### config.mk
export PLATFORM = sky130hd
export DESIGN_NAME = spi_slave_byte_rx
export DESIGN_NICKNAME = d
export VERILOG_FILES = /design/src/rtl/spi_pkg.sv /design/src/rtl/spi_sync_edge.sv /design/src/rtl/spi_slave_byte_rx.sv
export SDC_FILE = /design/constraint.sdc
export NUM_CORES = 1
export LEC_CHECK = 0
export BUFFER_PORTS_ARGS = -buffer_cell sky130_fd_sc_hd__buf_2
export CAP_MARGIN = 20
export CORE_MARGIN = 2
export CORE_UTILIZATION = 45
export DETAILED_ROUTE_END_ITERATION = 6
export PLACE_DENSITY = 0.64
export SLEW_MARGIN = 30
export SYNTH_ARGS = -nofsm -noshare
export SYNTH_HDL_FRONTEND = slang
export SYNTH_SLANG_ARGS = --single-unit
### constraint.sdc
create_clock -name FPGA_clk -period 4.4 [get_ports FPGA_clk]
set_input_delay 0.88 -clock FPGA_clk [delete_from_list [all_inputs] [get_ports FPGA_clk]]
set_output_delay 0.88 -clock FPGA_clk [all_outputs]
set_load 0.01 [all_outputs]
### src/rtl/spi_pkg.sv
// Shared defaults and state encoding for the Arduino SPI slave front end.
package spi_pkg;

    localparam int DATA_W_DEF      = 8;
    localparam int SYNC_STAGES_DEF = 2;

    typedef enum logic {
        IDLE   = 1'b0,
        ACTIVE = 1'b1
    } spi_state_t;

endpackage

### src/rtl/spi_sync_edge.sv
// Multi-flop synchronizer for one asynchronous pin, with single-cycle rise/fall strobes
// derived from the synced level against a one-cycle-delayed copy.
module spi_sync_edge #(
    parameter int   STAGES  = 2,
    parameter logic RST_VAL = 1'b0
) (
    input  logic FPGA_clk,
    input  logic FPGA_reset,
    input  logic async_in,
    output logic level,
    output logic rise,
    output logic fall
);

    logic [STAGES-1:0] sync_q;
    logic              prev_q;

    // Reset to the pin's idle level so no spurious edge appears after reset.
    always_ff @(posedge FPGA_clk or posedge FPGA_reset) begin
        if (FPGA_reset) begin
            sync_q <= {STAGES{RST_VAL}};
            prev_q <= RST_VAL;
        end else begin
            sync_q <= {sync_q[STAGES-2:0], async_in};
            prev_q <= sync_q[STAGES-1];
        end
    end

    assign level = sync_q[STAGES-1];
    assign rise  = level & ~prev_q;
    assign fall  = ~level & prev_q;

endmodule

### src/rtl/spi_slave_byte_rx.sv
// SPI mode-0 slave: assembles MSB-first words from the Arduino master and shifts tx_data
// out on MISO, all in the FPGA_clk domain.
module spi_slave_byte_rx
    import spi_pkg::*;
#(
    parameter int DATA_W      = DATA_W_DEF,
    parameter int SYNC_STAGES = SYNC_STAGES_DEF
) (
    input  logic              FPGA_clk,
    input  logic              FPGA_reset,
    input  logic              arduino_sclk,
    input  logic              arduino_mosi,
    input  logic              arduino_ss_n,
    input  logic [DATA_W-1:0] tx_data,
    output logic              fpga_physical_miso,
    output logic [DATA_W-1:0] rx_data,
    output logic              rx_valid,
    output logic              frame_err,
    output logic              busy,
    output spi_state_t        state
);

    localparam int CNT_W = $clog2(DATA_W + 1);

    logic sclk_s, sclk_rise, sclk_fall;
    logic ss_n_s, ss_rise, ss_fall;
    logic mosi_s, mosi_unused_rise, mosi_unused_fall;

    logic [CNT_W-1:0]  bit_cnt;
    logic [DATA_W-1:0] rx_shift;
    logic [DATA_W-1:0] tx_shift;
    logic              miso_q;

    spi_sync_edge #(.STAGES(SYNC_STAGES), .RST_VAL(1'b0)) u_sclk_sync (
        .FPGA_clk   (FPGA_clk),
        .FPGA_reset (FPGA_reset),
        .async_in   (arduino_sclk),
        .level      (sclk_s),
        .rise       (sclk_rise),
        .fall       (sclk_fall)
    );

    spi_sync_edge #(.STAGES(SYNC_STAGES), .RST_VAL(1'b1)) u_ss_sync (
        .FPGA_clk   (FPGA_clk),
        .FPGA_reset (FPGA_reset),
        .async_in   (arduino_ss_n),
        .level      (ss_n_s),
        .rise       (ss_rise),
        .fall       (ss_fall)
    );

    spi_sync_edge #(.STAGES(SYNC_STAGES), .RST_VAL(1'b0)) u_mosi_sync (
        .FPGA_clk   (FPGA_clk),
        .FPGA_reset (FPGA_reset),
        .async_in   (arduino_mosi),
        .level      (mosi_s),
        .rise       (mosi_unused_rise),
        .fall       (mosi_unused_fall)
    );

    always_ff @(posedge FPGA_clk or posedge FPGA_reset) begin
        if (FPGA_reset) begin
            state     <= IDLE;
            bit_cnt   <= '0;
            rx_shift  <= '0;
            tx_shift  <= '0;
            rx_data   <= '0;
            rx_valid  <= 1'b0;
            frame_err <= 1'b0;
            miso_q    <= 1'b0;
        end else begin
            rx_valid  <= 1'b0;
            frame_err <= 1'b0;
            case (state)
                IDLE: begin
                    miso_q  <= 1'b0;
                    bit_cnt <= '0;
                    if (ss_fall) begin
                        tx_shift <= tx_data;
                        miso_q   <= tx_data[DATA_W-1];
                        state    <= ACTIVE;
                    end
                end
                ACTIVE: begin
                    // A completed word is delivered even if ss_n rises in the same cycle.
                    if (bit_cnt == CNT_W'(DATA_W)) begin
                        rx_data  <= rx_shift;
                        rx_valid <= 1'b1;
                        bit_cnt  <= '0;
                        tx_shift <= tx_data;
                        miso_q   <= tx_data[DATA_W-1];
                        if (ss_rise) begin
                            state  <= IDLE;
                            miso_q <= 1'b0;
                        end
                    end else if (ss_rise) begin
                        state   <= IDLE;
                        miso_q  <= 1'b0;
                        bit_cnt <= '0;
                        if (bit_cnt != '0) frame_err <= 1'b1;
                    end else if (sclk_rise) begin
                        rx_shift <= {rx_shift[DATA_W-2:0], mosi_s};
                        bit_cnt  <= bit_cnt + CNT_W'(1);
                    end else if (sclk_fall) begin
                        if (bit_cnt != '0) begin
                            tx_shift <= {tx_shift[DATA_W-2:0], 1'b0};
                            miso_q   <= tx_shift[DATA_W-2];
                        end else begin
                            // No shift on the fall after a word; refresh so a late tx_data write is still sent.
                            tx_shift <= tx_data;
                            miso_q   <= tx_data[DATA_W-1];
                        end
                    end
                end
                default: state <= IDLE;
            endcase
        end
    end

    assign fpga_physical_miso = miso_q;
    assign busy               = ~ss_n_s;

endmodule

==> flow_metrics.tcl <==
set metrics [dict create \
    num_io_pins 26 \
    instances_no_fill 206 \
    top_usage_layer "met2" \
    period_minus_slack_ns 2.079 \
    path_delay_family "flip-flops" \
    finalCritPeriodShare_pct 47.25 \
    switchingPower_mw 0.1996 \
    cts_setup_buffers 0 \
    first_pass_iters 4 \
    postCtsHoldBufs 0 \
    die_x_um 64.31 \
    grt_util_met2_pct 25.26 \
    worst_clock_skew_ns 0.008435 \
    overflow 0 \
    port_buffers 25 \
    ys_warn_count 0 \
    end_kind "primary output" \
    cts_root_buf "clkbuf_4" \
    grt_pass1_wl_um 4643 \
    post_synth.cell_area_avg_um2 12.79 \
    crit_chain "buf_2" \
    p_leak_nw 0.9756 \
    slowest_delay_ns 0.64 \
    drive_above_1_share_pct 37.50 \
    via_per_inst 4.791 \
    cp.required_ns 3.52 \
    power.density_mw_per_mm2 423.3 \
    worstSetupStartpoint "state$_DFF_PP0_" \
    syn_inst 128 \
    critPathBufInv 1 \
    cp.depth 1 \
    grt_pass1_vias 1011 \
    antenna_cells 0 \
    start_kind "register" \
    finalPower_mw 0.7997 \
    cts_tree "yes" \
    ctsResizeCount 0 \
    cts.clk_slew.worst_paths_ns 0.12 \
    met3_usage_pct 5.458 \
    r2r_slack_ns 2.68 \
    rows 21 \
    grt_max_degree 40 \
    slew_viol_final 0 \
    placed_cells 198 \
    final.setup.tns_ns 0 \
    finalHoldViolCount 0 \
    seq_power_share_pct 57.0 \
    clkSinkCount 39 \
    die_h_um 64.31 \
    ir_worst_vdd_uv 249.1 \
    gr-usage-all-layers_pct 15.08 \
    antenna_found_initial 0 \
    rr_worst_depth 6 \
    cp-endpoint "state" \
    worstMarginPinSlew_ns 0.5234 \
    rr_endpoint "tx_shift[3]$_DFFE_PP0P_" \
    maxSlewHeadroom_pct 65.03 \
    setup_viol 0 \
    cts_buffer_depth 2 \
    combPwrFrac_pct 13.3 \
    swShare_pct 24.96 \
    vias 987 \
    critical_path.max_fanout 10 \
    nets 174 \
    fmax_mhz 481.0 \
    maxCapViolCount 0 \
    ant_nets 0 \
    drcViolationCount 0 \
    drtIter0Drc 46 \
    crit_arrival_ns 1.20 \
    clkPwrFrac_pct 29.7 \
    r2r_start "bit_cnt[0]$_DFFE_PP0P_" \
    rsz0062_at_grt "no" \
    crit_type "reg2out" \
    cts.htree.levels 2 \
    syn2layout_area_growth_pct 15.44 \
    place_hpwl_um 1820 \
    gp_congestion 0.7364 \
    cts_buffers 5 \
    synth-seq-cells 39 \
    whs_ns 0.3612 \
    drt_wl_total_um 2622 \
    cp_slowest_cell "dfrtp_1" \
    worstSkewPairLatency_ns 0.34 \
    syn_area_mm2 0.001637 \
    initial_utilization_pct 47.91 \
    hp-class "reg2reg" \
    n_fill_cell 294 \
    synth_cell_types 28 \
    synth_nets 143 \
    status "finished, final reports clean" \
    seq_area_frac_synth_pct 59.86 \
    wl_per_cell_um 12.73 \
    power.internal_mw 0.6001 \
    coreArea_mm2 0.003416 \
    die-area_mm2 0.004135 \
    met1_usage_pct 17.38 \
]
==> worst min-delay path by stage <==
stage	start	cells past startpoint	slack [ns]	end
finish	u_mosi_sync.sync_q[0]$_DFF_PP0_	0	0.36	u_mosi_sync.sync_q[1]$_DFF_PP0_
CTS	u_sclk_sync.sync_q[0]$_DFF_PP0_	0	0.36	u_sclk_sync.sync_q[1]$_DFF_PP0_
global route	u_ss_sync.sync_q[0]$_DFF_PP1_	0	0.37	u_ss_sync.sync_q[1]$_DFF_PP1_
detailed placement	u_mosi_sync.sync_q[0]$_DFF_PP0_	0	0.34	u_mosi_sync.sync_q[1]$_DFF_PP0_
global placement	u_mosi_sync.sync_q[0]$_DFF_PP0_	0	0.33	u_mosi_sync.sync_q[1]$_DFF_PP0_
floorplan	u_mosi_sync.sync_q[0]$_DFF_PP0_	0	0.33	u_mosi_sync.sync_q[1]$_DFF_PP0_
==> per-stage QoR <==
| stage | area, um^2 | utilization (%) | setup slack, ns |
|---|---|---|---|
| 3_3_place_gp | 1808 | 52.93 | 2.709 |
| 3_5_place_dp | 1808 | 52.93 | 2.686 |
| 5_1_grt | 1889 | 55.31 | 2.218 |
| 2_1_floorplan | 1637 | - | 2.636 |
| 4_1_cts | 1889 | 55.31 | 2.300 |
| 6_report | 1889 | 55.31 | 2.321 |
==> final cells by class <==
type | count | area, um^2 | area share (%)
multi-input cells | 80 | 611.8 | 32.38
inverters | 7 | 26.28 | 1.391
well taps | 46 | 57.56 | 3.046
repair buffers | 26 | 132.6 | 7.020
clock inverters | 3 | 43.79 | 2.318
clock buffers | 5 | 37.54 | 1.987
flip-flops and latches | 39 | 979.7 | 51.85
==> state kept, by name, indices dropped and copies added, names as in the netlist <==
register            cells
rx_data                 8
rx_shift                8
tx_shift                7
bit_cnt                 4
u_mosi_sync.sync_q      2
u_sclk_sync.sync_q      2
u_ss_sync.sync_q        2
fpga_physical_miso      1
frame_err               1
rx_valid                1
state                   1
u_sclk_sync.prev_q      1
u_ss_sync.prev_q        1
==> cells in the mapped netlist (all sizes together) <==
cell type	n	area, um^2
clkinv	1	3.750
inv	6	22.52
nand2b	4	32.53
nor2b	2	12.51
mux2i	2	20.02
o32ai	1	8.760
xnor2	1	8.760
o21ai	1	8.760
xor2	2	17.52
dfrtp	36	900.9
nand4b	1	15.01
mux2	21	240.2
nand4	3	33.78
nand2	29	116.4
nand3	1	5.000
nand3b	1	20.02
dfstp	3	78.83
nor2	7	26.28
clkbuf	2	18.76
a21oi	2	21.27
ha	2	25.02
==> layer usage <==
metal	part of all wire (%)	vias to the layer above	wire (um)
met4	1.7	0	45
li1	-	483	-
met1	44	475	1145
met2	50	23	1300
met5	0	-	0
met3	5.0	6	130
==> cell usage in the layout (no fill, tap or decap), types with 2 or more instances in the layout <==
cell	n
nand4_1	2
nand2b_1	3
nor2b_1	2
buf_2	25
dfrtp_1	36
mux2_1	5
nand2_1	28
mux2_2	15
clkbuf_4	5
inv_1	6
xor2_1	2
dfstp_2	3
nor2_1	7
ha_1	2
mux2i_1	2
==> logic make-up after synthesis <==
kind of cell | count (synthesis) | synth area share [%]
AOI/OAI and AO/OA | 4 | 2.370
xor gates and xnor gates | 3 | 1.606
adders and majority gates | 2 | 1.529
buffers and inverters | 9 | 2.751
DFF | 39 | 59.86
muxes | 23 | 15.90
and+or+nand+nor | 48 | 15.98
==> power by group through the flow <==
stage | registers (mW) | logic (mW) | clock network, mW
final | 0.456 | 0.107 | 0.237
after global routing | 0.465 | 0.120 | 0.266
after floorplan | 0.450 | 0.0924 | 0
after CTS | 0.456 | 0.110 | 0.248
after detailed placement | 0.464 | 0.109 | 0
after global placement | 0.461 | 0.105 | 0
Note: power is estimated with default switching activity, not from simulation.
